===== config.mk =====
export PLATFORM = sky130hd
export DESIGN_NAME = hdmi_pattern_gen
export DESIGN_NICKNAME = d
export VERILOG_FILES = /design/src/rtl/hdmi_pkg.sv /design/src/rtl/hdmi_vtg.sv /design/src/rtl/hdmi_pattern_gen.sv
export SDC_FILE = /design/constraint.sdc
export NUM_CORES = 1
export LEC_CHECK = 0
export CORE_ASPECT_RATIO = 1.1
export CORE_MARGIN = 1
export CORE_UTILIZATION = 54
export DETAILED_ROUTE_END_ITERATION = 16
export PLACE_DENSITY = 0.82
export SLEW_MARGIN = 20
export SYNTH_ARGS = -nofsm -noshare
export SYNTH_HDL_FRONTEND = slang
export SYNTH_SLANG_ARGS = --single-unit

===== constraint.sdc =====
create_clock -name hdmi_clk -period 4.59 [get_ports hdmi_clk]
set_input_delay 0.918 -clock hdmi_clk [delete_from_list [all_inputs] [get_ports hdmi_clk]]
set_output_delay 0.918 -clock hdmi_clk [all_outputs]
set_load 0.01 [all_outputs]

===== src/rtl/hdmi_pkg.sv =====
// hdmi_pkg: 720p60 timing defaults, YCbCr constants, colour-bar table and pattern encodings
package hdmi_pkg;

  localparam int H_ACT_720  = 1280;
  localparam int H_FP_720   = 110;
  localparam int H_SYNC_720 = 40;
  localparam int H_BP_720   = 220;
  localparam int V_ACT_720  = 720;
  localparam int V_FP_720   = 5;
  localparam int V_SYNC_720 = 5;
  localparam int V_BP_720   = 20;

  localparam logic [15:0] YCC_BLANK = 16'h1080;
  localparam logic [15:0] YCC_WHITE = 16'hEB80;
  localparam logic [7:0]  C_NEUTRAL = 8'h80;

  typedef enum logic [1:0] {
    PAT_PASS  = 2'd0,
    PAT_BARS  = 2'd1,
    PAT_RAMP  = 2'd2,
    PAT_WHITE = 2'd3
  } pat_e;

  typedef struct packed {
    logic [7:0] y;
    logic [7:0] cb;
    logic [7:0] cr;
  } ycc_t;

  // 75% bars, left to right: white, yellow, cyan, green, magenta, red, blue, black
  localparam logic [0:7][23:0] BAR_TAB = {
    24'hB48080, 24'hA82C88, 24'h91932C, 24'h853F34,
    24'h3FC1CC, 24'h336DD4, 24'h1CD478, 24'h108080
  };

  function automatic ycc_t bar_ycc(input logic [2:0] idx);
    return ycc_t'(BAR_TAB[idx]);
  endfunction

endpackage


===== src/rtl/hdmi_vtg.sv =====
// hdmi_vtg: free-running h/v counters with combinational active, sync and frame-origin decode
module hdmi_vtg #(
  parameter int H_ACT    = 1280,
  parameter int H_FP     = 110,
  parameter int H_SYNC   = 40,
  parameter int H_BP     = 220,
  parameter int V_ACT    = 720,
  parameter int V_FP     = 5,
  parameter int V_SYNC   = 5,
  parameter int V_BP     = 20,
  parameter int SYNC_POL = 1,
  parameter int HW       = $clog2(H_ACT + H_FP + H_SYNC + H_BP),
  parameter int VW       = $clog2(V_ACT + V_FP + V_SYNC + V_BP)
) (
  input  logic          clk_i,
  input  logic          rst_i,
  output logic [HW-1:0] h_cnt_o,
  output logic          active_o,
  output logic          hsync_o,
  output logic          vsync_o,
  output logic          origin_o
);

  localparam logic [HW-1:0] H_LAST  = HW'(H_ACT + H_FP + H_SYNC + H_BP - 1);
  localparam logic [HW-1:0] H_ACT_C = HW'(H_ACT);
  localparam logic [HW-1:0] HS_BEG  = HW'(H_ACT + H_FP);
  localparam logic [HW-1:0] HS_END  = HW'(H_ACT + H_FP + H_SYNC);
  localparam logic [VW-1:0] V_LAST  = VW'(V_ACT + V_FP + V_SYNC + V_BP - 1);
  localparam logic [VW-1:0] V_ACT_C = VW'(V_ACT);
  localparam logic [VW-1:0] VS_BEG  = VW'(V_ACT + V_FP);
  localparam logic [VW-1:0] VS_END  = VW'(V_ACT + V_FP + V_SYNC);
  localparam logic          POL     = SYNC_POL != 0;

  logic [HW-1:0] h_cnt_q, h_cnt_d;
  logic [VW-1:0] v_cnt_q, v_cnt_d;
  logic          h_wrap;

  always_comb begin
    h_wrap  = h_cnt_q == H_LAST;
    h_cnt_d = h_wrap ? '0 : h_cnt_q + HW'(1);
    v_cnt_d = !h_wrap ? v_cnt_q : (v_cnt_q == V_LAST) ? '0 : v_cnt_q + VW'(1);
  end

  always_ff @(posedge clk_i or posedge rst_i) begin
    if (rst_i) begin
      h_cnt_q <= '0;
      v_cnt_q <= '0;
    end else begin
      h_cnt_q <= h_cnt_d;
      v_cnt_q <= v_cnt_d;
    end
  end

  // v_cnt only moves on the h wrap, so vsync can only change at h_cnt=0
  assign h_cnt_o  = h_cnt_q;
  assign active_o = (h_cnt_q < H_ACT_C) && (v_cnt_q < V_ACT_C);
  assign hsync_o  = (h_cnt_q >= HS_BEG && h_cnt_q < HS_END) ? POL : !POL;
  assign vsync_o  = (v_cnt_q >= VS_BEG && v_cnt_q < VS_END) ? POL : !POL;
  assign origin_o = (h_cnt_q == '0) && (v_cnt_q == '0);

endmodule


===== src/rtl/hdmi_pattern_gen.sv =====
// hdmi_pattern_gen: HDMI output stage; registered PS video pass-through or
// locally timed YCbCr 4:2:2 test patterns, mode switched only at frame origin
module hdmi_pattern_gen
  import hdmi_pkg::*;
#(
  parameter int H_ACT    = H_ACT_720,
  parameter int H_FP     = H_FP_720,
  parameter int H_SYNC   = H_SYNC_720,
  parameter int H_BP     = H_BP_720,
  parameter int V_ACT    = V_ACT_720,
  parameter int V_FP     = V_FP_720,
  parameter int V_SYNC   = V_SYNC_720,
  parameter int V_BP     = V_BP_720,
  parameter int SYNC_POL = 1
) (
  input  logic        hdmi_clk,
  input  logic        hdmi_rst,
  input  logic [1:0]  pat_sel,
  input  logic [15:0] vid_in_data,
  input  logic        vid_in_active,
  input  logic        vid_in_hsync,
  input  logic        vid_in_vsync,
  output logic [15:0] hdmi_out_data,
  output logic        hdmi_out_active,
  output logic        hdmi_out_hsync,
  output logic        hdmi_out_vsync,
  output logic        frame_start
);

  localparam int            HW    = $clog2(H_ACT + H_FP + H_SYNC + H_BP);
  localparam logic          POL   = SYNC_POL != 0;
  localparam logic [HW-1:0] BAR_W = HW'(H_ACT / 8);

  logic [1:0]    sel_s1_q, sel_s2_q;
  pat_e          mode_q, mode_d;
  logic [HW-1:0] h_cnt, bar_full;
  logic          gen_act, gen_hs, gen_vs, origin;
  logic [2:0]    bar_idx;
  ycc_t          bar;
  logic [7:0]    ramp_y;
  logic [15:0]   gen_data, data_d, data_q;
  logic          active_d, active_q, hsync_d, hsync_q, vsync_d, vsync_q, fs_q;

  hdmi_vtg #(
    .H_ACT(H_ACT), .H_FP(H_FP), .H_SYNC(H_SYNC), .H_BP(H_BP),
    .V_ACT(V_ACT), .V_FP(V_FP), .V_SYNC(V_SYNC), .V_BP(V_BP),
    .SYNC_POL(SYNC_POL), .HW(HW)
  ) u_vtg (
    .clk_i    (hdmi_clk),
    .rst_i    (hdmi_rst),
    .h_cnt_o  (h_cnt),
    .active_o (gen_act),
    .hsync_o  (gen_hs),
    .vsync_o  (gen_vs),
    .origin_o (origin)
  );

  // Synchroniser keeps sampling through reset so the first frame after release uses the current pat_sel
  always_ff @(posedge hdmi_clk) begin
    sel_s1_q <= pat_sel;
    sel_s2_q <= sel_s1_q;
  end

  always_comb begin
    mode_d   = origin ? pat_e'(sel_s2_q) : mode_q;
    bar_full = h_cnt / BAR_W;
    bar_idx  = (bar_full > HW'(7)) ? 3'd7 : bar_full[2:0];
    bar      = bar_ycc(bar_idx);
    ramp_y   = 8'd16 + 8'((16'(8'(h_cnt)) * 16'd219) >> 8);
    gen_data = !gen_act ? YCC_BLANK :
               mode_d == PAT_BARS ? {bar.y, h_cnt[0] ? bar.cr : bar.cb} :
               mode_d == PAT_RAMP ? {ramp_y, C_NEUTRAL} : YCC_WHITE;
    data_d   = mode_d == PAT_PASS ? vid_in_data   : gen_data;
    active_d = mode_d == PAT_PASS ? vid_in_active : gen_act;
    hsync_d  = mode_d == PAT_PASS ? vid_in_hsync  : gen_hs;
    vsync_d  = mode_d == PAT_PASS ? vid_in_vsync  : gen_vs;
  end

  always_ff @(posedge hdmi_clk or posedge hdmi_rst) begin
    if (hdmi_rst) begin
      mode_q   <= PAT_PASS;
      data_q   <= YCC_BLANK;
      active_q <= 1'b0;
      hsync_q  <= !POL;
      vsync_q  <= !POL;
      fs_q     <= 1'b0;
    end else begin
      mode_q   <= mode_d;
      data_q   <= data_d;
      active_q <= active_d;
      hsync_q  <= hsync_d;
      vsync_q  <= vsync_d;
      fs_q     <= origin;
    end
  end

  assign hdmi_out_data   = data_q;
  assign hdmi_out_active = active_q;
  assign hdmi_out_hsync  = hsync_q;
  assign hdmi_out_vsync  = vsync_q;
  assign frame_start     = fs_q;

endmodule

* Yosys cells after proc, flatten, opt, wreduce, memory -nomap -nowiden *
Memory sizes are Yosys's and may differ from the RTL's.
Cells that the tools add are included.

word-level totals
  flip-flop bits (word level) = 47
  memory bits (read-only) = 192
  input port bits = 23
  output and inout port bits = 20
  word-level logic and storage cells = 52
  memories = 1

memories
  memory            depth  width  rd ports  clocked after Yosys merged registers in  wr ports  line            text
  (name not given)  8      24     1         0                                        0         hdmi_pkg.sv:37  return ycc_t'(BAR_TAB[idx]);

cells by class
  add/subtract/negate cells = 3
  $mul = 1
  div/mod/pow operators = 1
  magnitude comparators = 8
  equal/unequal tests = 4
  multiplexer cells = 16
  bitwise operators = 1
  reductions and logical operators = 7

operator list
  kind                     count
  $mux W16                 4
  $mux W24                 2
  $lt A11 B11 Y1 const B   2
  $lt A10 B10 Y1 const B   2
  $mul A8 B8 Y16 const B   1
  $add A11 B1 Y11 const B  1
  $div A11 B8 Y11 const B  1
  $eq A11 B11 Y1 const B   1
  $ge A11 B11 Y1 const B   1
  $gt A11 B3 Y1 const B    1
  $logic_not A11 Y1        1
  $mux W11                 1
  $add A10 B1 Y10 const B  1
  $eq A10 B10 Y1 const B   1
  $ge A10 B10 Y1 const B   1
  $logic_not A10 Y1        1
  $mux W10                 1
  $add A5 B8 Y8 const A    1
  $mux W8                  1
  $mux W1                  5
  $ge A4 B4 Y1 const B     1
  $logic_and A1 B1 Y1      4
  $not A3 Y4               1
  $mux W3                  1
  other kinds (4)          4

* Logic depth before layout (Yosys ltp) *
Gate-level depths: netlist (run 1).

  word-level depth = 11
  mapped depth = 21
  mapped depth without buffers = 20

* Hierarchy *
A second synthesis (run 1) with hierarchy kept.

second synthesis, totals
  cell total of the unflattened synthesis = 574
  area total of the unflattened synthesis = 5057.4 um2

modules (own cells, without submodules)
  module            times used  cells an instance  area each (um2)
  hdmi_pattern_gen  1           424                3737.3
  hdmi_vtg          1           150                1320.0

* Worst setup path before layout (run 1) *
No wires, ideal clock.

  kind = register to register
  start = register u_vtg.h_cnt_q[5] (netlist: u_vtg.h_cnt_o[5])
  end = register data_q[14] (netlist: hdmi_out_data[14])
  library setup time = 0.121 ns
  arrival time = 4.469 ns
  slack = 0.001 ns
  cell stages (with the launch flop) = 19
  clock period less this slack = 4.589 ns
  cell sequence = dfrtp_1 clkinv_1 ha_1 inv_1 fa_1 fa_1 inv_1 fa_1 ha_1 or2_2 o221ai_1 a21oi_1 a21oi_1 xnor2_1 ha_1 xnor2_1 xnor2_1 o21ai_0 nand2_1

between the ends
  longest elaborated chain between the ends = 10
  elaborated cells between the ends (all ways) = 21
  classes of those cells = add/sub (1); mul (1); div (1); order compare (2); eq/ne (2); mux (8); bitwise (1); reduce/logical (4); memory (1)

RTL lines
  element                                      line                    text
  start: declaration                           hdmi_vtg.sv:34          logic [HW-1:0] h_cnt_q, h_cnt_d;
  start signal: assignment                     hdmi_vtg.sv:49          h_cnt_q <= h_cnt_d;
  $div A11 B8 Y11                              hdmi_pattern_gen.sv:66  bar_full = h_cnt / BAR_W;
  $gt A11 B3 Y1                                hdmi_pattern_gen.sv:67  bar_idx = (bar_full > HW'(7)) ? 3'd7 : bar_full[2:0];
  $mux W3                                      hdmi_pattern_gen.sv:67
  $not A3 Y4 (not written as such)             hdmi_pkg.sv:37
  $mem_v2 Z8 W24                               -
  $mux W24 (not written as such) (2 in a row)  hdmi_pkg.sv:37
  $mux W16                                     hdmi_pattern_gen.sv:71  mode_d == PAT_BARS ? {bar.y, h_cnt[0] ? bar.cr : bar.cb} :
  $mux W16                                     hdmi_pattern_gen.sv:70  gen_data = !gen_act ? YCC_BLANK :
  $mux W16 (*)                                 hdmi_pattern_gen.sv:73  data_d = mode_d == PAT_PASS ? vid_in_data : gen_data;
  net data_d[14]                               hdmi_pattern_gen.sv:41  logic [15:0] gen_data, data_d, data_q;
  end signal: assignment                       hdmi_pattern_gen.sv:89  data_q <= data_d;
  end: declaration                             hdmi_pattern_gen.sv:41

Mark *: on every way through the listed nets, which the timed path passes. The rest lies on a longest branch. The select of a mux whose other input is x is not followed.
A chain may end at the register's enable or synchronous reset.

* Worst setup path in the final report (run 1) *
  start = register u_vtg.h_cnt_q[2] (netlist: u_vtg.h_cnt_o[2])
  end = register data_q[14] (netlist: hdmi_out_data[14])

Same word-level chain as after synthesis.

==> results of run 1 <==
==> per-layer routing <==
layer | vias to the layer above | global-route usage [%] | wire, um
met4 | 0 | 12.1 | 389
met2 | 171 | 46.7 | 6090
met3 | 40 | 5.58 | 763
met1 | 2093 | 33.6 | 5000
met5 | - | 0 | 0
li1 | 2026 | - | -
==> final timing paths <==
path | from | end | slack [ns] | depth (start not counted)
max | u_vtg.h_cnt_o[2]$_DFF_PP0_ | hdmi_out_data[14]$_DFF_PP0_ | 0.13 | 19
min | sel_s1_q[1]$_DFF_P_ | sel_s2_q[1]$_DFF_P_ | 0.33 | 0
max reg2reg | u_vtg.h_cnt_o[2]$_DFF_PP0_ | hdmi_out_data[14]$_DFF_PP0_ | 0.13 | 19
min reg2reg | sel_s1_q[1]$_DFF_P_ | sel_s2_q[1]$_DFF_P_ | 0.33 | 0
max in group asynchronous | hdmi_rst | u_vtg.h_cnt_o[0]$_DFF_PP0_ | 3.13 | 3
min in group asynchronous | hdmi_rst | hdmi_out_data[11]$_DFF_PP0_ | 1.05 | 3
==> final cells by class <==
class / instances / area [sq um]
tap: 111 / 139
sequential: 47 / 1160
clock buffer: 6 / 82.6
clock inverter: 2 / 16.3
inverter: 63 / 236
multi-input combinational: 421 / 3390
fill: 704 / 2870
timing repair buffer: 66 / 601
==> power by group through the flow <==
stage	logic, mW	registers [mW]	clock network, mW
final	0.0594	0.427	0.271
after global routing	0.0650	0.428	0.291
after CTS	0.0604	0.427	0.280
after detailed placement	0.0600	0.435	0
after global placement	0.0592	0.435	0
after floorplan	0.0140	0.440	0
==> repair_timing <==
item / 4_1_cts / 5_1_grt
setup buffers: 0 / 4
endpoints found under the setup margin: 0 / 6
resized for setup: 0 / 14
endpoints found under the hold margin: 0 / 0
==> sequential cells by signal, indices dropped and copies added, names as in the netlist <==
| register | cells |
|---|---|
| hdmi_out_vsync | 1 |
| mode_q | 2 |
| u_vtg.v_cnt_q | 10 |
| sel_s2_q | 2 |
| hdmi_out_data | 16 |
| hdmi_out_active | 1 |
| sel_s1_q | 2 |
| hdmi_out_hsync | 1 |
| u_vtg.h_cnt_o | 11 |
| frame_start | 1 |
==> logic make-up after synthesis <==
kind of cell	synth area share, %
compound gates	20.2
xor+xnor	5.43
fa+ha+maj	23.7
buf+inv	6.35
flops	24.2
mux	1.80
simple gates	18.3
==> worst reg2reg max path, delay by kind of cell, from the launching register on <==
| kind | cells | cell delay [ns] |
|---|---|---|
| AOI/OAI and AO/OA | 3 | 0.40 |
| xor gates and xnor gates | 3 | 0.48 |
| adders and majority gates | 6 | 2.24 |
| buffers and inverters | 5 | 0.47 |
| DFF | 1 | 0.40 |
| and+or+nand+nor | 2 | 0.38 |
==> through the flow <==
step | setup TNS, ns | setup slack (ns)
final | 0 | 0.130
after global routing | -0.0235 | -0.0144
after CTS | 0 | 0.0790
after detailed placement | 0 | 0.114
after global placement | 0 | 0.250
after floorplan | 0 | 0.000560
==> cells in the mapped netlist (5+ instances only) <==
master	instances
ha_1	62
inv_1	57
nand2_1	45
nor2_1	42
dfrtp_1	41
o21ai_0	30
a21oi_1	27
xnor2_1	23
fa_1	18
nand3_1	12
nor3_1	11
and2_1	8
o211ai_1	8
o21ai_1	8
a21o_1	7
clkbuf_1	7
nand4_1	7
mux2i_1	6
nand2b_1	6
o21a_1	6
and3_1	5
or3_1	5
==> placed cells by master, fill, tap and decap left out, types with 3 or more instances in the layout <==
| cell type | n |
|---|---|
| ha_1 | 60 |
| inv_1 | 55 |
| nand2_1 | 45 |
| nor2_1 | 42 |
| clkdlybuf4s50_1 | 42 |
| dfrtp_1 | 40 |
| o21ai_0 | 30 |
| a21oi_1 | 24 |
| buf_4 | 24 |
| xnor2_1 | 21 |
| fa_1 | 18 |
| nand3_1 | 12 |
| nor3_1 | 11 |
| o21ai_1 | 8 |
| and2_1 | 8 |
| o211ai_1 | 8 |
| nand4_1 | 7 |
| a21o_1 | 7 |
| inv_2 | 6 |
| nand2b_1 | 6 |
| o21a_1 | 6 |
| clkbuf_8 | 6 |
| mux2i_1 | 5 |
| a21oi_2 | 5 |
| or3_1 | 5 |
| and3_1 | 5 |
| nand4b_1 | 4 |
| xnor2_2 | 4 |
| o31ai_1 | 4 |
| dfxtp_1 | 4 |
| nor2b_1 | 3 |
| xor2_1 | 3 |
| o31a_1 | 3 |
| a22o_1 | 3 |
==> reports/qor.txt, run 1 <==
Final Core Density -> 66.2%
Worst path top cell family by delay -> adder cells
Most used DFF post-synth -> dfrtp_1
Number of flops mapped to enable cells by yosys -> 0
Rows -> 35
WL final -> 12200 um
TritonCTS clock tree -> yes
#FFs+latches synth -> 47
Comb power frac -> 7.9%
Chip width -> 91.8 um
Asr flop ratio synth -> 91.5%
Largest net degree at the start of global routing -> 44
Total GRT Usage -> 27.3%
Mapped cell area -> 4790 sq um
Die area -> 9250 sq um
Worst Setup Start Kind -> flip-flop
CTS root buf -> clkbuf_8
Initial antenna violation count -> 0
Die H -> 101 um
Number of cells after detailed placement -> 704
Warnings, synthesis -> 0
CP Cell Sequence -> inv_1, buf_4, ha_1, inv_1, fa_1, inv_1, fa_1, fa_1, ha_4, or2_2, a21oi_2, a21oi_2, xnor2_2, inv_1, ha_1, xnor2_2, xnor2_1, o21ai_0, nand2_1
Routed Antenna Nets -> 0
Hold-fix buffers, CTS -> 0
Vias -> 4330
DP HPWL -> 9600 um
Area Overhead vs Synth -> 17.5%
Vias in the first global route -> 4280
Tot Pwr -> 0.757 mW
Crit Path Class -> flip-flop to flip-flop
Fraction of layout cells with a size suffix above 1 -> 12.2%
Core ar. -> 8500 sq um
Clock Latency Late Sink -> 0.31 ns
Cells after synthesis -> 543
Post-route cell area -> 5630 sq um
Max Slew Vio Count -> 0
Synth area leader -> dfrtp_1
CP Capture Type -> flip-flop
Worst Path Max Fanout -> 5
Nets@finish -> 707
Worst-Margin Slew -> 0.782 ns
CP bufs+invs -> 5
Wire per inst -> 17.1 um
Tcrit/Tclk final -> 97.2%
Clock Skews -> 0.00978 ns
PwrDens -> 134 nW/um^2
First-pass GRT wire length -> 20100 um
Clk buf depth -> 2
Placer Congestion -> 0.955
Worst rel slew slack -> 47.5%
Final setup fails -> 0
Critical Path RT -> 4.78 ns
Clk network pwr share -> 35.8%
Mean Syn Cell Area -> 8.82 sq um
Hold slack -> 0.333 ns
Clock sink count -> 47
Pre-antenna DRT Iters -> 5
Crit-path slowest cell -> fa_1
Synth cell types -> 84
Synth top area share -> 21.4%
Antenna cells -> 0
Fmax achieved -> 224 MHz
Fin. Hold Viols -> 0
VDD IR max -> 0.136 mV
Initial core utilization -> 56.4%
Placed cell areas -> 5430 sq um
Static Leak -> 2.56 nW
Status -> finished, final reports clean
CTS buffer count -> 5
Post-DR vias/cell -> 6.05
Crit path DAT -> 4.65 ns
Synthesized Nets -> 646
Clk slew on worst S/H paths -> 0.09 ns
Reg power frac -> 56.4%
DRC violation count after routing -> 0
Max-cap check violation count -> 0
Power Internal -> 0.584 mW
Drt first-iter violations -> 228
Finished Layout Cells -> 716
Synth top area cells -> dfrtp_1 (21%), ha_1 (16%), fa_1 (7.5%)
I/O Pins -> 43
Port-buffer cells -> 42
CP peak stage delay -> 0.51 ns
Sequential share of the synthesized area -> 24.2%
GR Overflow Total -> 0
Switching Share -> 22.9%
Minimum clock period -> 4.46 ns
Crit-path most repeated cell -> inv_1
Hold Crit Class -> flip-flop to flip-flop
Net Switching -> 0.173 mW
H-tree lvl count -> 2
No activity file was read; power rests on OpenSTA's default activity.
==> inputs of run 2 (changes only) <==
Settings changed: CORE_UTILIZATION 54 to 55, CTS_BUF_LIST set to sky130_fd_sc_hd__clkbuf_8, MAX_ROUTING_LAYER set to met4, PLACE_DENSITY 0.82 to 0.84.
Clock period 4.59 ns to 4.1 ns, I/O delays scaled along.
==> run 2 against run 1 <==
Compared with the run above: highest routed layer unchanged; the flow now finishes with violations (negative setup slack); utilization increased by 9.9 points; first-iteration DRC count increased by 130%; final area increased by 14%; setup slack got worse by 0.41 ns; non-clock buffer count increased by 44; final cell count increased by 6.1%; combinational power increased by 14%; critical path depth decreased by 1; worst hold slack improved by 0.015 ns; register-to-register slack got worse by 0.41 ns; clock power increased by 32%.
==> reports/qor.txt, run 2 (same netlist as run 1, synthesis figures left out) <==
Placed cell areas -> 5770 sq um (+6.2%)
Fraction of layout cells with a size suffix above 1 -> 26.7% (+14 points)
Initial antenna violation count -> 0 (unchanged)
Pre-antenna DRT Iters -> 8 (+3)
Tot Pwr -> 0.905 mW (+20%)
Commonest non-fill, non-tap cell in the layout -> buf_4
Clk buf depth -> 2 (unchanged)
FF-to-FF setup slack -> -0.29 ns (-0.41 ns)
Max Slew Vio Count -> 0 (unchanged)
Hold slack -> 0.348 ns (+0.0149 ns)
Die area -> 9090 sq um (-1.8%)
Worst-Margin Slew -> 0.877 ns (+0.0958 ns)
Post-Place Setup Slack -> -0.110 ns (-0.224 ns)
Chip width -> 91.0 um (-0.89%)
CTS buffer count -> 5 (unchanged)
Drt first-iter violations -> 526 (+130%)
DRC violation count after routing -> 0 (unchanged)
Fin. Hold Viols -> 0 (unchanged)
Worst r2r src -> u_vtg.h_cnt_o[2]$_DFF_PP0_
Worst Path Max Fanout -> 4 (-1)
Final WS setup -> -0.285 ns (-0.415 ns)
Max-cap check violation count -> 0 (unchanged)
Crit path DAT -> 4.59 ns (-0.06 ns)
Status -> finished, violations left
H-tree lvl count -> 2 (unchanged)
Clock Latency Late Sink -> 0.32 ns (about the same)
Static Leak -> 2.81 nW (+9.9%)
Worst Setup Start Kind -> flip-flop
Max FFs per register -> 16 (unchanged)
Fmax achieved -> 228 MHz (+1.7%)
Post-DR vias/cell -> 6.37 (+5.3%)
Die H -> 99.9 um (-0.89%)
Largest net degree at the start of global routing -> 44 (unchanged)
Min-Delay Endpoint -> sel_s2_q[1]$_DFF_P_
Initial core utilization -> 57.0% (+0.59 points)
Core ar. -> 8410 sq um (-1.0%)
CP Capture Type -> flip-flop
Hold Crit Class -> flip-flop to flip-flop
Clock Skews -> 0.0107 ns (+0.000953 ns)
Critical Path RT -> 4.30 ns (-0.48 ns)
Vias in the first global route -> 4703 (+9.9%)
Clock sink count -> 47 (unchanged)
Final setup fails -> 5 (+5)
Antenna cells -> 0 (unchanged)
Reg-to-Reg End -> hdmi_out_data[14]$_DFF_PP0_
Most frequent cells in the layout -> buf_4 (63), inv_1 (47), nand2_1 (45)
VDD IR max -> 0.177 mV (+30%)
CTS root buf -> clkbuf_8
Placer Congestion -> 0.936 (-2.1%)
GR Overflow Total -> 0 (unchanged)
TritonCTS clock tree -> yes
Tcrit/Tclk final -> 107% (+9.8 points)
Area Overhead vs Synth -> 33.7%
Nets@finish -> 751 (+6.2%)
RSZ-0062 raised after global routing -> yes
Rows -> 35 (unchanged)
Vias -> 4838 (+12%)
Post-route cell area -> 6400 sq um (+14%)
Crit Path Class -> flip-flop to flip-flop
First-pass GRT wire length -> 22300 um (+11%)
Routed Antenna Nets -> 0 (unchanged)
Worst rel slew slack -> 41.1% (-6.4 points)
Hold Crit Start -> sel_s1_q[1]$_DFF_P_
Fillers -> 555 (-21%)
Hold-fix buffers, CTS -> 0 (unchanged)
Port-buffer cells -> 42 (unchanged)
Finished Layout Cells -> 760 (+6.1%)
Clk slew on worst S/H paths -> 0.10 ns (about the same)
PwrDens -> 141 nW/um^2 (+5.1%)
Wire per inst -> 20.9 um (+22%)
DP HPWL -> 10300 um (+6.9%)
Total GRT Usage -> 32.2% (+4.8 points)
Worst Hold Depth -> 0 (unchanged)
Number of cells after detailed placement -> 741 (+5.3%)
Reg2reg path depth -> 18 (-1)
I/O Pins -> 43 (unchanged)
Minimum clock period -> 4.39 ns (-0.0750 ns)
Violated checks -> negative setup slack
WL final -> 15900 um (+30%)
-- run 2: cell count changes in the layout (fill, tap and decap cells not counted), moves of 4 or more --
| cell | previous run | this run |
|---|---|---|
| a21oi_1 | 24 | 19 |
| a21oi_4 | 0 | 4 |
| buf_4 | 24 | 63 |
| buf_6 | 0 | 5 |
| ha_1 | 60 | 43 |
| ha_2 | 0 | 5 |
| ha_4 | 2 | 14 |
| inv_1 | 55 | 47 |
| inv_2 | 6 | 10 |
-- run 2: final cells by class --
| type | instances | area [sq um] | share of cell area (%) |
|---|---|---|---|
| tap | 111 | 139 | 2.17 |
| clock buffer | 5 | 68.8 | 1.07 |
| clock inverter | 3 | 41.3 | 0.645 |
| timing repair buffer | 110 | 950 | 14.8 |
| multi-input combinational | 421 | 3790 | 59.2 |
| sequential | 47 | 1160 | 18.2 |
| inverter | 63 | 253 | 3.95 |
-- run 2: worst max-delay path by stage --
stage,start,cells after the start,slack [ns],endpoint
floorplan,u_vtg.h_cnt_o[5]$_DFF_PP0_,18,0.002,hdmi_out_data[14]$_DFF_PP0_
global placement,u_vtg.h_cnt_o[3]$_DFF_PP0_,18,0.05,hdmi_out_data[3]$_DFF_PP0_
detailed placement,u_vtg.h_cnt_o[2]$_DFF_PP0_,18,-0.11,hdmi_out_data[14]$_DFF_PP0_
CTS,u_vtg.h_cnt_o[2]$_DFF_PP0_,18,-0.05,hdmi_out_data[14]$_DFF_PP0_
global route,u_vtg.h_cnt_o[3]$_DFF_PP0_,18,-0.37,hdmi_out_data[14]$_DFF_PP0_
finish,u_vtg.h_cnt_o[2]$_DFF_PP0_,18,-0.29,hdmi_out_data[14]$_DFF_PP0_
-- run 2: routing by layer --
metal,part of all wire [%],vias to the layer above,track usage [%]
met2,49,303,55.5
li1,-,2114,-
met1,37,2315,35.8
met4,6.7,0,15.5
met5,0,-,-
met3,7.8,106,6.52
-- run 2: worst max-delay path: stages (launching register included) --
cell and delay, ns:
dfrtp_2 0.46, ha_2 0.21, inv_2 0.05, buf_4 0.15
fa_1 0.58, inv_1 0.07, fa_1 0.57, ha_4 0.23
ha_4 0.26, or2_4 0.29, a21oi_4 0.26, a21oi_4 0.07
a21oi_2 0.21, xnor2_1 0.15, ha_2 0.22, xnor2_2 0.12
xnor2_1 0.09, o21ai_1 0.15, nand2_1 0.10
-- run 2: report_power, final --
part	switching (mW)	internal, mW
sequential	0.00376	0.475
combinational	0.0268	0.0408
clock	0.179	0.180
total	0.210	0.695
-- run 2: what timing repair did --
action                     CTS  global route
gates resized for setup     12            74
setup buffers                1            10
setup endpoints to repair    4            13
pin swaps                    8            22
-- run 2: through the flow --
stage	utilization, %	TNS, ns
6_report	76.2	-0.724
5_1_grt	76.2	-1.80
4_1_cts	70.5	-0.131
3_5_place_dp	68.6	-0.240
3_3_place_gp	68.6	0
2_1_floorplan	-	0
